### src/rtl/logical_op_sequencer.sv
// Slice-serial logical unit: reduces each operand to an "any bit set" flag N bits per cycle,
// combines the flags with the requested op, and stops as soon as the answer is decided.
module logical_op_sequencer #(
  parameter int W = 32,
  parameter int N = 8
) (
  input  logic                        clk,
  input  logic                        rst_n,
  input  logic                        in_valid,
  output logic                        in_ready,
  input  logic [W-1:0]                in_a,
  input  logic [W-1:0]                in_b,
  input  logic [1:0]                  in_op,
  output logic                        out_valid,
  input  logic                        out_ready,
  output logic                        out_c,
  output logic [$clog2(W/N+1)-1:0]    out_slices,
  output logic [1:0]                  dbg_state
);
  localparam int S  = W / N;
  localparam int CW = $clog2(S + 1);
  localparam int IW = (S > 1) ? $clog2(S) : 1;

  localparam logic [1:0] OP_LAND  = 2'b00;
  localparam logic [1:0] OP_LOR   = 2'b01;
  localparam logic [1:0] OP_LXOR  = 2'b10;
  localparam logic [1:0] OP_LNAND = 2'b11;

  typedef enum logic [1:0] {IDLE = 2'd0, EVAL = 2'd1, DONE = 2'd2} state_t;

  state_t          r_state;
  logic [W-1:0]    r_a;
  logic [W-1:0]    r_b;
  logic [1:0]      r_op;
  logic            r_acc_a;
  logic            r_acc_b;
  logic [IW-1:0]   r_idx;
  logic            r_out_valid;
  logic            r_out_c;
  logic [CW-1:0]   r_out_slices;

  logic            w_na;
  logic            w_nb;
  logic            w_last;
  logic            w_early;
  logic            w_result;

  // Handshakes: a transfer happens on a rising edge where valid && ready are both high.
  // in_ready is only high in IDLE (and low during reset); out_valid only in DONE.
  assign in_ready   = rst_n && (r_state == IDLE);
  assign out_valid  = r_out_valid;
  assign out_c      = r_out_c;
  assign out_slices = r_out_slices;
  assign dbg_state  = r_state;

  // Operand registers shift right each EVAL cycle, so the current slice is always bits [N-1:0].
  assign w_na   = r_acc_a | (|r_a[N-1:0]);
  assign w_nb   = r_acc_b | (|r_b[N-1:0]);
  assign w_last = (r_idx == IW'(S - 1));

  always_comb begin
    w_early  = 1'b0;
    w_result = 1'b0;
    case (r_op)
      OP_LAND: begin
        w_early  = w_na && w_nb;
        w_result = w_na & w_nb;
      end
      OP_LOR: begin
        w_early  = w_na || w_nb;
        w_result = w_na | w_nb;
      end
      OP_LXOR: begin
        w_early  = 1'b0;
        w_result = w_na ^ w_nb;
      end
      default: begin
        w_early  = w_na && w_nb;
        w_result = ~(w_na & w_nb);
      end
    endcase
  end

  always_ff @(posedge clk) begin
    if (!rst_n) begin
      r_state      <= IDLE;
      r_a          <= '0;
      r_b          <= '0;
      r_op         <= '0;
      r_acc_a      <= 1'b0;
      r_acc_b      <= 1'b0;
      r_idx        <= '0;
      r_out_valid  <= 1'b0;
      r_out_c      <= 1'b0;
      r_out_slices <= '0;
    end else begin
      case (r_state)
        IDLE: begin
          if (in_valid) begin
            r_a     <= in_a;
            r_b     <= in_b;
            r_op    <= in_op;
            r_acc_a <= 1'b0;
            r_acc_b <= 1'b0;
            r_idx   <= '0;
            r_state <= EVAL;
          end
        end
        EVAL: begin
          r_acc_a <= w_na;
          r_acc_b <= w_nb;
          r_a     <= r_a >> N;
          r_b     <= r_b >> N;
          if (w_last || w_early) begin
            r_out_c      <= w_result;
            r_out_slices <= CW'(r_idx) + CW'(1);
            r_out_valid  <= 1'b1;
            r_state      <= DONE;
          end else begin
            r_idx <= r_idx + IW'(1);
          end
        end
        DONE: begin
          if (out_ready) begin
            r_out_valid <= 1'b0;
            r_state     <= IDLE;
          end
        end
        default: r_state <= IDLE;
      endcase
    end
  end
endmodule

### config.mk
export PLATFORM = sky130hd
export DESIGN_NAME = logical_op_sequencer
export DESIGN_NICKNAME = d
export VERILOG_FILES = /design/src/rtl/logical_op_sequencer.sv
export SDC_FILE = /design/constraint.sdc
export NUM_CORES = 1
export LEC_CHECK = 0
export ABC_CLOCK_PERIOD_IN_PS = 7400
export CAP_MARGIN = 15
export CORE_MARGIN = 5
export CORE_UTILIZATION = 35
export CTS_CLUSTER_DIAMETER = 60
export DETAILED_ROUTE_END_ITERATION = 10
export PLACE_DENSITY_LB_ADDON = 0.12
export SYNTH_ARGS = -nofsm -noshare
export SYNTH_HDL_FRONTEND = slang
export SYNTH_SLANG_ARGS = --single-unit
### constraint.sdc
create_clock -name clk -period 7.4 [get_ports clk]
set_input_delay 1.85 -clock clk [delete_from_list [all_inputs] [get_ports clk]]
set_output_delay 1.85 -clock clk [all_outputs]
set_load 0.01 [all_outputs]
After elaboration in Yosys (flattened, before gate mapping)
Cells that the tools add are included.

operators by class
  bitwise gates (word level) = 6
  div/mod/pow operators = 0
  magnitude comparators = 0
  equal/unequal tests = 9
  multiplexer cells = 19
  $add $sub $neg = 2
  multipliers = 0
  reduce and logical (&&, ||, !) cells = 16
  shift-type cells = 0

operators with widths
  cell                 count
  $pmux 32 s2          2
  $mux 32              2
  $reduce_or 8->1      2
  $mux 2               5
  $reduce_and 3->1     3
  $ne 2x2->1 const B   4
  $pmux 1 s2           4
  $eq 2x2->1 const B   3
  $pmux 2 s3           1
  $reduce_and 2->1     3
  $eq 2x1->1 const B   2
  $logic_not 2->1      2
  $pmux 2 s2           1
  $reduce_bool 2->1    2
  $add 2x1->3 const B  1
  $mux 1               3
  $or 1x1->1           3
  $pmux 1 s3           1
  $add 2x1->2 const B  1
  $logic_and 1x1->1    2
  $logic_or 1x1->1     2
  $and 1x1->1          1
  $not 1->1            1
  $xor 1x1->1          1

word-level totals
  output and inout port bits = 8
  memories kept = 0
  latch bits = 0
  memory bits (read-only) = 0
  bits of input ports = 70
  bits in writable memories = 0
  flip-flop bits (word level) = 77

Longest topological paths before layout
  depth after elaboration = 7
  gate-level depth with buffers = 7
  mapped depth without buffers = 7

Worst setup path before layout
No wires, ideal clock.

  kind = in2out
  start = input port rst_n
  end = output port in_ready
  stages on the path = 2
  data arrival time = 2.284 ns
  data required time = 5.550 ns
  slack = 3.266 ns
  cells stage by stage = clkbuf_1 > and3_1

on the way
  cells in the longest elaborated chain, start to end = 1

ends and longest elaborated chain
  item                line  source
  start: declaration  8     input logic rst_n,
  $logic_and 1x1->1   50    assign in_ready = rst_n && (r_state == IDLE);
  end: declaration    10    output logic in_ready,

Every way passes these cells.

Worst setup path in the final report
Ends and elaborated chain as after synthesis.

==> impl_metrics.ini <==
[outcome]
run_status = completed

[synthesis]
yosys-top-cells-count = nand2_1, dfxtp_1, a31oi_1, o21ai_0, clkbuf_1
synth_simple_gate_area_share_pct = 21.4
synth_fp_nets = 503
edff_count_synth = 0
synth-main-ff-cell = dfxtp_1
ys_async_sr_fraction_pct = 0
synth.ff_latch_count = 77
synthAdderAreaFrac_pct = 2.59
synth_xor_area_share_pct = 0
synth_top_family_by_area = compound AO/OA/AOI/OAI gates
yosys-mux-area-fraction_pct = 0.927
synthesis.area_per_instance_um2 = 7.92
post_synth_main_area_contributors = dfxtp_1, nand2_1, a31oi_1, o21ai_0, a21boi_0
syn-instance-count = 426
syn_area_um2 = 3380
synth.lib_cells_used.distinct = 36
post-synth-top-count-cell = nand2_1
netlist.top_cell.by_area = dfxtp_1
synth_compound_gate_area_share_pct = 23.2
synth.yosys.seq_area_share_pct = 45.7
synth_top_area_share_pct = 45.7
synth_warnings = 0

[cts]
cts.clk_slew.worst_paths_ns = 0.08
tritoncts = yes
cts.root.buffer_cell = clkbuf_8
clock-sinks = 77
cts_buffers = 9
clock_insertion_delay_worst_skew_ns = 0.33
cts.htree.levels = 3
cts.hold.buffers_added = 0
cts_resized = 0
cts-root-to-sink-buffers = 2
post-cts-setup-buffer-count = 0

[routing]
drt_wl_total_um = 8040
drtIter0Drc = 166
ant_nets = 0
drt_drc_violations_left = 0
routed_vias = 3014
detail_route.vias_per_cell = 4.92
wire_per_inst_um = 13.1
detailedRoute.firstPassIterationCount = 4

[sta]
post-route-period-util_pct = 69.3
final.hold.worst_slack_ns = 0.457
rsz0062_at_grt = no
hold_violations = 0
period_needed_ns = 5.13
max_clock_freq_mhz = 195
finalClockSkew_ns = 0.00902
setup_viols_final = 0
worst_slew_pin_slew_ns = 1.04
finalMaxSlewViolations = 0
setup_tns_ns = 0
relSlewSlack_pct = 30.5

[global_route]
grt_first_pass_wirelength_um = 12800
initial_antenna_violation_count = 0
grt_max_degree = 117
global_route.usage.total_pct = 13.5
globalRouteOverflowTotal = 0
first_global_vias = 2839

[place]
place_inst = 597
routability_cong = 0.743
port-buffer-count = 77
final_hpwl_from_detailed_placement_um = 5080

[finish]
layout.core_utilization_pct = 46.8
final_cell_count_no_fill = 612
area_growth_syn_to_layout_pct = 29.4
drive_above_1_share_pct = 4.97
insertedDiodeCount = 0
nNetsFinal = 556
final.fill_count = 963

[worst_setup_path]
critical-path-max-stage-delay_ns = 0.57
timing.critical_path.cells = buf_2 > buf_4 > and3_1 > clkdlybuf4s50_1
critPathSlowestCell = buf_4
timing.setup.critical_path_class = input port to output port
critPathMaxFanout = 86
worstPathRequired_ns = 5.55
setup.worst_path.start_class = input port
critical_path_arrival_ns = 3.28
crit_path_end_kind = output port

[min_path]
timing.hold.worst.class = flop to flop

[floorplan]
ioPinCount = 78
core_um2 = 9330
start_util_pct = 36.2
die_area_um2 = 11700
die_w_um = 108
num_rows = 35
die_h_um = 108

[flow_run]
maxCapViolCount = 0

[pwr]
leakage_nw = 1.58
power.density_cell_area_nw_per_um2 = 257
worst_supply_voltage_drop_on_vdd_uv = 111
p_total_mw = 1.12
==> flip-flops by register name, summed over array words and instances (netlist names) <==
| signal | cells |
|---|---|
| r_op | 2 |
| r_acc_b | 1 |
| r_idx | 2 |
| r_a | 32 |
| r_b | 32 |
| out_valid | 1 |
| r_acc_a | 1 |
| dbg_state | 2 |
| out_c | 1 |
| out_slices | 3 |
==> cells by family after synthesis <==
family	count (synthesis)
simple gates	165
compound gates	129
flops	77
buf+inv	45
fa+ha+maj	7
mux	3
==> report_power, final <==
| part | internal, mW | switching, mW |
|---|---|---|
| sequential | 0.480 | 0.0357 |
| combinational | 0.117 | 0.150 |
| clock | 0.197 | 0.145 |
==> final timing paths <==
| kind | start | to | slack [ns] | cells after the start |
|---|---|---|---|---|
| hold / removal | out_slices[0]$_SDFFE_PN0P_ | out_slices[0]$_SDFFE_PN0P_ | 0.46 | 2 |
| setup / recovery | rst_n | in_ready | 2.27 | 4 |
| hold reg to reg | out_slices[0]$_SDFFE_PN0P_ | out_slices[0]$_SDFFE_PN0P_ | 0.46 | 2 |
| setup reg to reg | r_a[3]$_SDFFE_PN0P_ | out_c$_SDFFE_PN0P_ | 4.81 | 7 |
==> per-stage QoR <==
stage,area (um2),setup slack (ns)
2_1_floorplan,3380,3.27
5_1_grt,4370,2.18
4_1_cts,4370,2.25
3_3_place_gp,4150,2.25
6_report,4370,2.27
3_5_place_dp,4150,2.26
==> placed cells by master, fill, tap and decap left out, types with 3 or more instances in the layout <==
| cell | instances |
|---|---|
| nand3_1 | 18 |
| dfxtp_1 | 77 |
| or3_1 | 3 |
| ha_1 | 7 |
| o21ai_0 | 48 |
| buf_4 | 3 |
| nand4_1 | 3 |
| clkdlybuf4s50_1 | 76 |
| inv_1 | 7 |
| nand2_1 | 123 |
| clkbuf_8 | 10 |
| a21boi_0 | 18 |
| a31oi_1 | 50 |
==> metal layers <==
| layer | track usage, % | vias up | routed length, um |
|---|---|---|---|
| met5 | 0 | - | 0 |
| met3 | 3.10 | 2 | 344 |
| met2 | 22.6 | 62 | 3840 |
| met1 | 17.3 | 1364 | 3840 |
| li1 | - | 1586 | - |
| met4 | 4.06 | 0 | 8 |
==> cell type report <==
type / instances / area (um2) / share of cell area, %
inverter: 7 / 26.3 / 0.602
clock buffer: 11 / 141 / 3.24
clock inverter: 4 / 72.6 / 1.66
multi-input combinational: 304 / 1640 / 37.5
tap: 129 / 161 / 3.70
sequential: 77 / 1540 / 35.3
timing repair buffer: 80 / 788 / 18.0
==> critical path: cells and delay by family <==
family / cells / cell delay [ns]
buffers and inverters: 3 / 1.18
AND/OR/NAND/NOR: 1 / 0.24
Note: power is estimated with default switching activity, not from simulation.
